**config.mk**
```make
export PLATFORM = sky130hd
export DESIGN_NAME = key_debounce
export DESIGN_NICKNAME = d
export VERILOG_FILES = /design/src/rtl/key_pkg.sv /design/src/rtl/key_debounce_ch.sv /design/src/rtl/key_debounce.sv
export SDC_FILE = /design/constraint.sdc
export NUM_CORES = 1
export LEC_CHECK = 0
export CORE_MARGIN = 3
export CORE_UTILIZATION = 46
export DETAILED_ROUTE_END_ITERATION = 8
export PLACE_DENSITY_LB_ADDON = 0.2
export SLEW_MARGIN = 20
export SYNTH_ARGS = -nofsm -noshare
export SYNTH_HDL_FRONTEND = slang
export SYNTH_SLANG_ARGS = --single-unit
```
**constraint.sdc**
```tcl
create_clock -name sys_clk -period 2.6 [get_ports sys_clk]
set_input_delay 0.26 -clock sys_clk [delete_from_list [all_inputs] [get_ports sys_clk]]
set_output_delay 0.26 -clock sys_clk [all_outputs]
set_load 0.02 [all_outputs]
```
**src/rtl/key_pkg.sv**
```systemverilog
// Shared definitions for the key debouncer: FSM state encoding, key count and default hold count.
package key_pkg;

  localparam int unsigned KEY_NUM     = 4;
  localparam int unsigned CNT_MAX_DEF = 999_999;

  typedef enum logic [1:0] {
    IDLE       = 2'd0,
    PRESS_FILT = 2'd1,
    PRESSED    = 2'd2,
    REL_FILT   = 2'd3
  } key_fsm_e;

  function automatic int unsigned cnt_width(input int unsigned max_val);
    return (max_val < 1) ? 1 : $clog2(max_val + 1);
  endfunction

endpackage

```
**src/rtl/key_debounce_ch.sv**
```systemverilog
// Single-key debounce channel: 2-flop synchronizer, filter FSM with hold counter, press/release pulses.
// Release pulse generation is enabled by KEY_RELEASE_FLAG_EN; otherwise rel is tied low.
module key_debounce_ch
  import key_pkg::*;
#(
  parameter int unsigned CNT_MAX = CNT_MAX_DEF
) (
  input  logic clk,
  input  logic rst_n,
  input  logic key_raw,
  output logic pressed,
  output logic flag,
  output logic rel,
  output logic press_evt
);

  localparam int unsigned    CW   = cnt_width(CNT_MAX);
  localparam logic [CW-1:0]  CMAX = CW'(CNT_MAX);

  logic          sync1, sync2;
  key_fsm_e      state, state_nxt;
  logic [CW-1:0] cnt, cnt_nxt;

  // Synchronizer idles at 1 so a reset never looks like a press.
  always_ff @(posedge clk or negedge rst_n) begin
    if (!rst_n) begin
      sync1 <= 1'b1;
      sync2 <= 1'b1;
    end else begin
      sync1 <= key_raw;
      sync2 <= sync1;
    end
  end

  always_ff @(posedge clk or negedge rst_n) begin
    if (!rst_n) begin
      state <= IDLE;
      cnt   <= '0;
    end else begin
      state <= state_nxt;
      cnt   <= cnt_nxt;
    end
  end

  always_comb begin
    state_nxt = state;
    cnt_nxt   = '0;
    press_evt = 1'b0;
    case (state)
      IDLE: begin
        if (!sync2) state_nxt = PRESS_FILT;
      end
      PRESS_FILT: begin
        if (sync2) begin
          state_nxt = IDLE;
        end else if (cnt == CMAX) begin
          state_nxt = PRESSED;
          press_evt = 1'b1;
        end else begin
          cnt_nxt = cnt + 1'b1;
        end
      end
      PRESSED: begin
        if (sync2) state_nxt = REL_FILT;
      end
      REL_FILT: begin
        if (!sync2) begin
          state_nxt = PRESSED;
        end else if (cnt == CMAX) begin
          state_nxt = IDLE;
        end else begin
          cnt_nxt = cnt + 1'b1;
        end
      end
      default: state_nxt = IDLE;
    endcase
  end

  assign pressed = (state == PRESSED) || (state == REL_FILT);

  always_ff @(posedge clk or negedge rst_n) begin
    if (!rst_n) flag <= 1'b0;
    else        flag <= press_evt;
  end

`ifdef KEY_RELEASE_FLAG_EN
  logic rel_evt;
  assign rel_evt = (state == REL_FILT) && sync2 && (cnt == CMAX);

  always_ff @(posedge clk or negedge rst_n) begin
    if (!rst_n) rel <= 1'b0;
    else        rel <= rel_evt;
  end
`else
  assign rel = 1'b0;
`endif

endmodule

```
**src/rtl/key_debounce.sv**
```systemverilog
// Four-key debouncer top: one key_debounce_ch per key plus per-key LED toggle registers.
// KEY_RELEASE_FLAG_EN enables the key_rel release pulses.
module key_debounce
  import key_pkg::*;
#(
  parameter int unsigned CNT_MAX = CNT_MAX_DEF
) (
  input  logic               sys_clk,
  input  logic               sys_rst_n,
  input  logic [KEY_NUM-1:0] key_in,
  output logic [KEY_NUM-1:0] key_state,
  output logic [KEY_NUM-1:0] key_flag,
  output logic [KEY_NUM-1:0] key_rel,
  output logic [KEY_NUM-1:0] led_out
);

  logic [KEY_NUM-1:0] press_evt;

  for (genvar i = 0; i < KEY_NUM; i++) begin : g_ch
    key_debounce_ch #(
      .CNT_MAX (CNT_MAX)
    ) u_ch (
      .clk       (sys_clk),
      .rst_n     (sys_rst_n),
      .key_raw   (key_in[i]),
      .pressed   (key_state[i]),
      .flag      (key_flag[i]),
      .rel       (key_rel[i]),
      .press_evt (press_evt[i])
    );
  end

  // Toggle on the pre-register press event so the LED flips on the same edge key_flag rises.
  always_ff @(posedge sys_clk or negedge sys_rst_n) begin
    if (!sys_rst_n) led_out <= '0;
    else            led_out <= led_out ^ press_evt;
  end

endmodule

```
==> results by group, run 1 <==
Finish
  – Antenna cell count: 0
  – Final Core Density: 51.8%
  – Most frequent cells in the layout: 96 x dfrtp_1, 72 x nor2_1, 32 x nand3_1
  – Commonest non-fill, non-tap cell in the layout: dfrtp_1
  – Area grow syn2layout: 8.75%
  – Final Net Count: 509
  – Share of cells above drive strength 1: 8.33%

Routing
  – Residual DRC: 0
  – DR iter-0 viols: 168
  – DR WL/cell: 12.8 um
  – Avg Vias per Cell: 5.34
  – Initial DRT Pass Iterations: 4
  – Final ANT Viol Nets: 0
  – Wirelength, routed: 8170 um
  – Via count: 3419

Synth
  – Synth Flop Type: dfrtp_1
  – Synth unique cells: 40
  – Post-synth ARST share: 100%
  – Post-Syn Area: 0.00496 mm2
  – Post-synth EDFFs: 0
  – Sequential element share of the synthesized area: 52.6%
  – Synth area leader: dfrtp_1
  – Ys Warns: 0
  – Post-synth top area share: 48.4%
  – Syn_area_per_cell: 10.1 um2
  – Main area contributors after synthesis: dfrtp_1 48%, nor2_1 5.4%, xnor2_1 5.3%
  – Flops & latches, synth: 104
  – Synth Instances: 492

Flow run
  – Max cap viols: 0

Power
  – Peak VDD IR: 358 uV
  – Logic pwr share: 3.3%
  – Int Pwr: 2.03 mW
  – PD cells: 500 mW/mm2
  – Clock power frac: 35.6%
  – Leakage: 2.16 nW
  – Sw power: 0.664 mW
  – Sw Ratio: 24.6%
  – Flop pwr share: 61.1%

Clocking
  – Worst-skew pair later-pin latency: 0.37 ns
  – CTS tree: yes
  – H-tree depth: 3
  – Setup Buffers After CTS: 0
  – CTS Buf Count: 9
  – CTS sink count: 104
  – Cell chosen for the clock root: clkbuf_8
  – Clock buffer depth: 2
  – Clk slew on worst S/H paths: 0.11 ns

Status
  – Outcome: finished clean

Worst setup path
  – Worst path arrival time: 2.32 ns
  – Worst path required time: 2.89 ns
  – FF-to-FF path depth: 5
  – Critical Path Start Type: register
  – Worst reg2reg setup slack: 0.57 ns
  – R2R Path End: g_ch[0].u_ch.cnt[18]
  – Critical path class: register to register
  – Largest fanout on the critical path: 8
  – Reg2reg start: g_ch[0].u_ch.cnt[0]
  – Crit path capture type: register

Global routing
  – Overflow after GRT: 0
  – Antenna violations before repair: 0
  – Largest net degree at the start of global routing: 60
  – First-pass GRT wire length: 14500 um
  – Vias in the first global route: 3140
  – Global-route usage over all layers: 15.1%

Place
  – I/O Buffers: 17
  – Post-DP HPWL: 5470 um
  – Placer Congestion: 0.758

Timing
  – Final setup violation count: 0
  – Fmax: 0.493 GHz
  – Tmin final: 2.03 ns
  – Final period utilization: 78.0%
  – RSZ-0062 raised after global routing: no
  – Slew headroom: 59.2%
  – Clk_skew: 0.0109 ns
  – Final Hold Vio Count: 0
  – Final setup TNS: 0 ns
  – Worst Max-Slew Pin Slew: 0.613 ns
  – Final slew viol count: 0

Floorplanning
  – Die Wd: 110 um
  – # IOs: 22
  – Die area: 0.0121 mm2
  – Core Region: 0.0104 mm2
  – Std-Cell Rows: 37
  – Die H: 110 um
  – Initial Utilization: 47.6%

Hold path
  – Hold Crit Endpoint: g_ch[0].u_ch.sync1
  – Min-delay src: key_in[0]
  – Hold-critical path depth: 1
  – Worst min path class: input pin to register
## synth_stat cells, drive strengths merged, types with 2 or more instances
master,number
dfrtp,96
nor2,72
nand3,32
xnor2,30
xor2,28
a21oi,22
nand2,22
nand4,21
buf,19
inv,18
or3,14
o21ai,13
or4,12
clkbuf,11
and4,10
nor3,9
o31ai,9
dfstp,8
nor4,8
and2,7
and3,4
ha,4
a21o,3
mux2i,3
nor4b,3
or3b,3
and4b,2
or2,2
## cell type report
cell class / instances / area (um2)
Inverter: 18 / 67.6
Timing Repair Buffer: 23 / 228
Clock buffer: 9 / 124
Sequential cell: 104 / 2610
Fill cell: 982 / 5020
Multi-Input combinational cell: 343 / 2130
Tap cell: 136 / 170
Clock inverter: 7 / 62.6
## worst max path at each step
stage                        startpoint                    to  slack (ns)  depth (start not counted)
finish              g_ch[0].u_ch.cnt[0]  g_ch[0].u_ch.cnt[18]        0.57                          5
global route        g_ch[1].u_ch.cnt[0]  g_ch[1].u_ch.cnt[15]        0.39                          6
CTS                 g_ch[1].u_ch.cnt[0]   g_ch[1].u_ch.cnt[8]        0.56                          6
detailed placement  g_ch[1].u_ch.cnt[0]   g_ch[1].u_ch.cnt[8]        0.56                          6
global placement    g_ch[1].u_ch.cnt[0]   g_ch[1].u_ch.cnt[3]        0.61                          6
floorplan           g_ch[0].u_ch.cnt[0]  g_ch[0].u_ch.cnt[18]        0.76                          5
## state kept, by name, indices dropped and copies added, names as in the netlist, named ones only
signal,flops
g_ch.u_ch.sync2,4
g_ch.u_ch.state,4
g_ch.u_ch.cnt,80
g_ch.u_ch.sync1,4
g_ch.u_ch.flag,4
led_out,4
## power by group through the flow
stage | clock network, mW | logic (mW) | registers [mW]
finish | 0.961 | 0.0888 | 1.65
global route | 1.08 | 0.103 | 1.65
CTS | 1.01 | 0.0931 | 1.65
detailed placement | 0 | 0.0921 | 1.68
global placement | 0 | 0.0911 | 1.68
floorplan | 0 | 0.0450 | 1.68
## logic make-up (layout without fill, tap and decap cells)
family / after synthesis / count (layout) / share of synthesized area (%)
muxes: 3 / 3 / 0.605
adders and majority gates: 4 / 4 / 1.01
other: 1 / 4 / 0.0756
AOI/OAI and AO/OA: 50 / 50 / 5.95
DFF: 104 / 104 / 52.6
and+or+nand+nor: 224 / 224 / 24.7
buffers and inverters: 48 / 57 / 4.77
xor gates and xnor gates: 58 / 58 / 10.2
## metrics by stage
step / worst slack, ns / cell area (um2) / power, mW / std cells / hold slack, ns
finish: 0.571 / 5400 / 2.70 / 640 / 0.283
global route: 0.385 / 5400 / 2.83 / 640 / 0.252
floorplan: 0.765 / 4970 / 1.72 / 495 / -0.0356
CTS: 0.557 / 5400 / 2.75 / 640 / 0.257
detailed placement: 0.560 / 5200 / 1.77 / 623 / 0.316
global placement: 0.608 / 5200 / 1.77 / 623 / 0.309
## layer usage
layer  wire (um)  up-vias  global-route usage (%)
met5           0        -                       0
met4         131        0                    5.97
met3         211        8                    2.88
met2        3700       37                    22.4
met1        4120     1665                    21.7
li1            -     1709                       -
## timing repair
action	4_1_cts	5_1_grt
hold buffers	1	0
endpoints found under the hold margin	41	0
gates resized for setup	0	0
## critical path, cell delays in order (launching register included)
cell and delay, ns:
dfrtp_1 0.42, ha_1 0.26, nand4_4 0.18, nor4_1 0.45
or3b_2 0.48, a21oi_1 0.17
Power figures use the tool's default switching activity.
==> run 2: changes to the inputs <==
Clock period 2.6 ns to 1.74 ns, I/O delays scaled along.
==> run 2 against run 1 <==
The run now ends with setup timing left. Setup slack got worse by 0.62 ns. Wire length rose by 23%. Sequential cell count did not move. Highest routed layer unchanged.
==> results by group, run 2 (synthesis results as in run 1) <==
Status
  – Outcome: finished, violations left
  – Failing checks: setup timing

Global routing
  – First-pass GRT wire length: 16600 um
  – Vias in the first global route: 3670
  – Overflow after GRT: 0
  – Largest net degree at the start of global routing: 105
  – Global-route usage over all layers: 17.3%
  – Antenna violations before repair: 0

Timing
  – Slew headroom: 61.1%
  – Tmin final: 1.79 ns
  – Final slew viol count: 0
  – Post-route setup slack: -0.0535 ns
  – RSZ-0062 raised after global routing: yes
  – Final Hold Vio Count: 0
  – Final period utilization: 103%
  – Fmax: 0.558 GHz
  – Final setup violation count: 21
  – Worst Max-Slew Pin Slew: 0.583 ns
  – Clk_skew: 0.0180 ns

Floorplanning
  – Die Wd: 110 um
  – Die area: 0.0121 mm2
  – # IOs: 22
  – Initial Utilization: 47.6%
  – Die H: 110 um
  – Std-Cell Rows: 37
  – Core Region: 0.0104 mm2

Routing
  – Final ANT Viol Nets: 0
  – Initial DRT Pass Iterations: 4
  – Avg Vias per Cell: 5.34
  – Via count: 3825
  – DR WL/cell: 14.0 um
  – Wirelength, routed: 10000 um
  – DR iter-0 viols: 275
  – Residual DRC: 0

Power
  – Total chip power: 4.16 mW
  – PD cells: 661 mW/mm2
  – Flop pwr share: 59.2%
  – Sw power: 0.967 mW
  – Logic pwr share: 4.7%
  – Sw Ratio: 23.2%
  – Peak VDD IR: 447 uV
  – Int Pwr: 3.20 mW
  – Leakage: 2.63 nW
  – Clock power frac: 36.1%

Hold path
  – Worst min path class: input pin to register
  – Min-delay src: key_in[3]

Worst setup path
  – Largest fanout on the critical path: 5
  – Critical path class: register to register
  – Critical Path Start Type: register
  – Crit path capture type: register
  – Worst setup path start: g_ch[2].u_ch.cnt[6]
  – Worst path required time: 1.99 ns
  – Reg2reg start: g_ch[2].u_ch.cnt[6]
  – Worst path arrival time: 2.05 ns

Place
  – Post-DP HPWL: 6370 um
  – Dpl cell area: 0.00566 mm2
  – I/O Buffers: 17
  – Placer Congestion: 0.796

Finish
  – Antenna cell count: 0
  – Multi-input logic area: 0.00238 mm2
  – Fin area: 0.00630 mm2
  – Final Net Count: 585
  – Most flop-heavy register: g_ch.u_ch.cnt
  – Most frequent cells in the layout: 94 x dfrtp_1, 73 x buf_4, 61 x nor2_1
  – Commonest non-fill, non-tap cell in the layout: dfrtp_1
  – Flip-flop and latch area: 0.00262 mm2
  – Max FFs per register: 80
  – Share of cells above drive strength 1: 27.2%
  – Final Core Density: 60.5%
  – Filler instances: 859
  – Area grow syn2layout: 27.0%

Clocking
  – CTS Buf Count: 9
  – Clock buffer depth: 2
  – H-tree depth: 3
  – Clk slew on worst S/H paths: 0.10 ns
  – CTS tree: yes
  – CTS sink count: 104
  – Cell chosen for the clock root: clkbuf_8
  – Worst-skew pair later-pin latency: 0.37 ns

Flow run
  – Max cap viols: 0
[run 2: cell count changes in the layout (fill, tap and decap cells not counted), moves of 3 or more]
cell	change
a21oi_1	-10
a21oi_2	+10
buf_4	+68
buf_6	+4
clkbuf_1	+3
ha_1	-3
inv_6	-3
nor2_1	-11
nor2_4	+9
nor4_1	-5
nor4_2	+3
or3_1	-4
or3_4	+4
[run 2: power by group through the flow]
| stage | clock [mW] | combinational (mW) | sequential, mW |
|---|---|---|---|
| finish | 1.50 | 0.197 | 2.46 |
| global route | 1.65 | 0.221 | 2.47 |
| CTS | 1.56 | 0.166 | 2.46 |
| detailed placement | 0 | 0.160 | 2.51 |
| global placement | 0 | 0.159 | 2.51 |
| floorplan | 0 | 0.0679 | 2.51 |
[run 2: timing repair]
action                     in CTS  in global routing
pin swaps                       3                 24
setup endpoints to repair      24                 67
hold buffers                    1                  0
gates resized for setup         6                 52
hold endpoints to repair       96                  0
cloned                          0                  3
setup buffers                   6                 13
[run 2: critical path, stage by stage, from the launching register on]
cell	delay [ns]
dfrtp_1	0.40
nand2b_1	0.15
or4_4	0.46
o311ai_4	0.29
buf_6	0.17
clkbuf_16	0.17
a21oi_2	0.03
[run 2: path summary, 6_finish.rpt]
check / endpoint / slack, ns / cells after the start
worst max-delay path: g_ch[2].u_ch.cnt[17] / -0.05 / 6
worst min-delay path: g_ch[3].u_ch.sync1 / 0.22 / 1
worst max register to register: g_ch[2].u_ch.cnt[17] / -0.05 / 6
worst min register to register: g_ch[3].u_ch.sync2 / 0.36 / 0
max in group asynchronous: g_ch[0].u_ch.cnt[12] / 0.87 / 3
min in group asynchronous: g_ch[2].u_ch.cnt[18] / 0.36 / 3
[run 2: cell type report]
type | count | share of cell area, %
Sequential cell | 104 | 41.5
Inverter | 18 | 1.07
Tap cell | 136 | 2.70
Timing Repair Buffer | 99 | 13.9
Multi-Input combinational cell | 343 | 37.8
Clock buffer | 12 | 2.14
Clock inverter | 4 | 0.874
[run 2: routing by layer]
metal,track usage (%),part of all wire (%)
met1,21.9,45
met2,29.5,50
met3,3.93,3.4
met4,5.08,0.94
met5,0,0
[run 2: metrics by stage]
stage          std cells  setup TNS [ns]  worst slack (ns)  hold slack [ns]
5_1_grt              716           -1.88           -0.0968            0.192
4_1_cts              700               0          0.000383            0.188
3_3_place_gp         677               0            0.0285            0.288
6_report             716          -0.540           -0.0535            0.215
3_5_place_dp         677          -0.131           -0.0177            0.290
2_1_floorplan        495               0            0.0231           -0.122
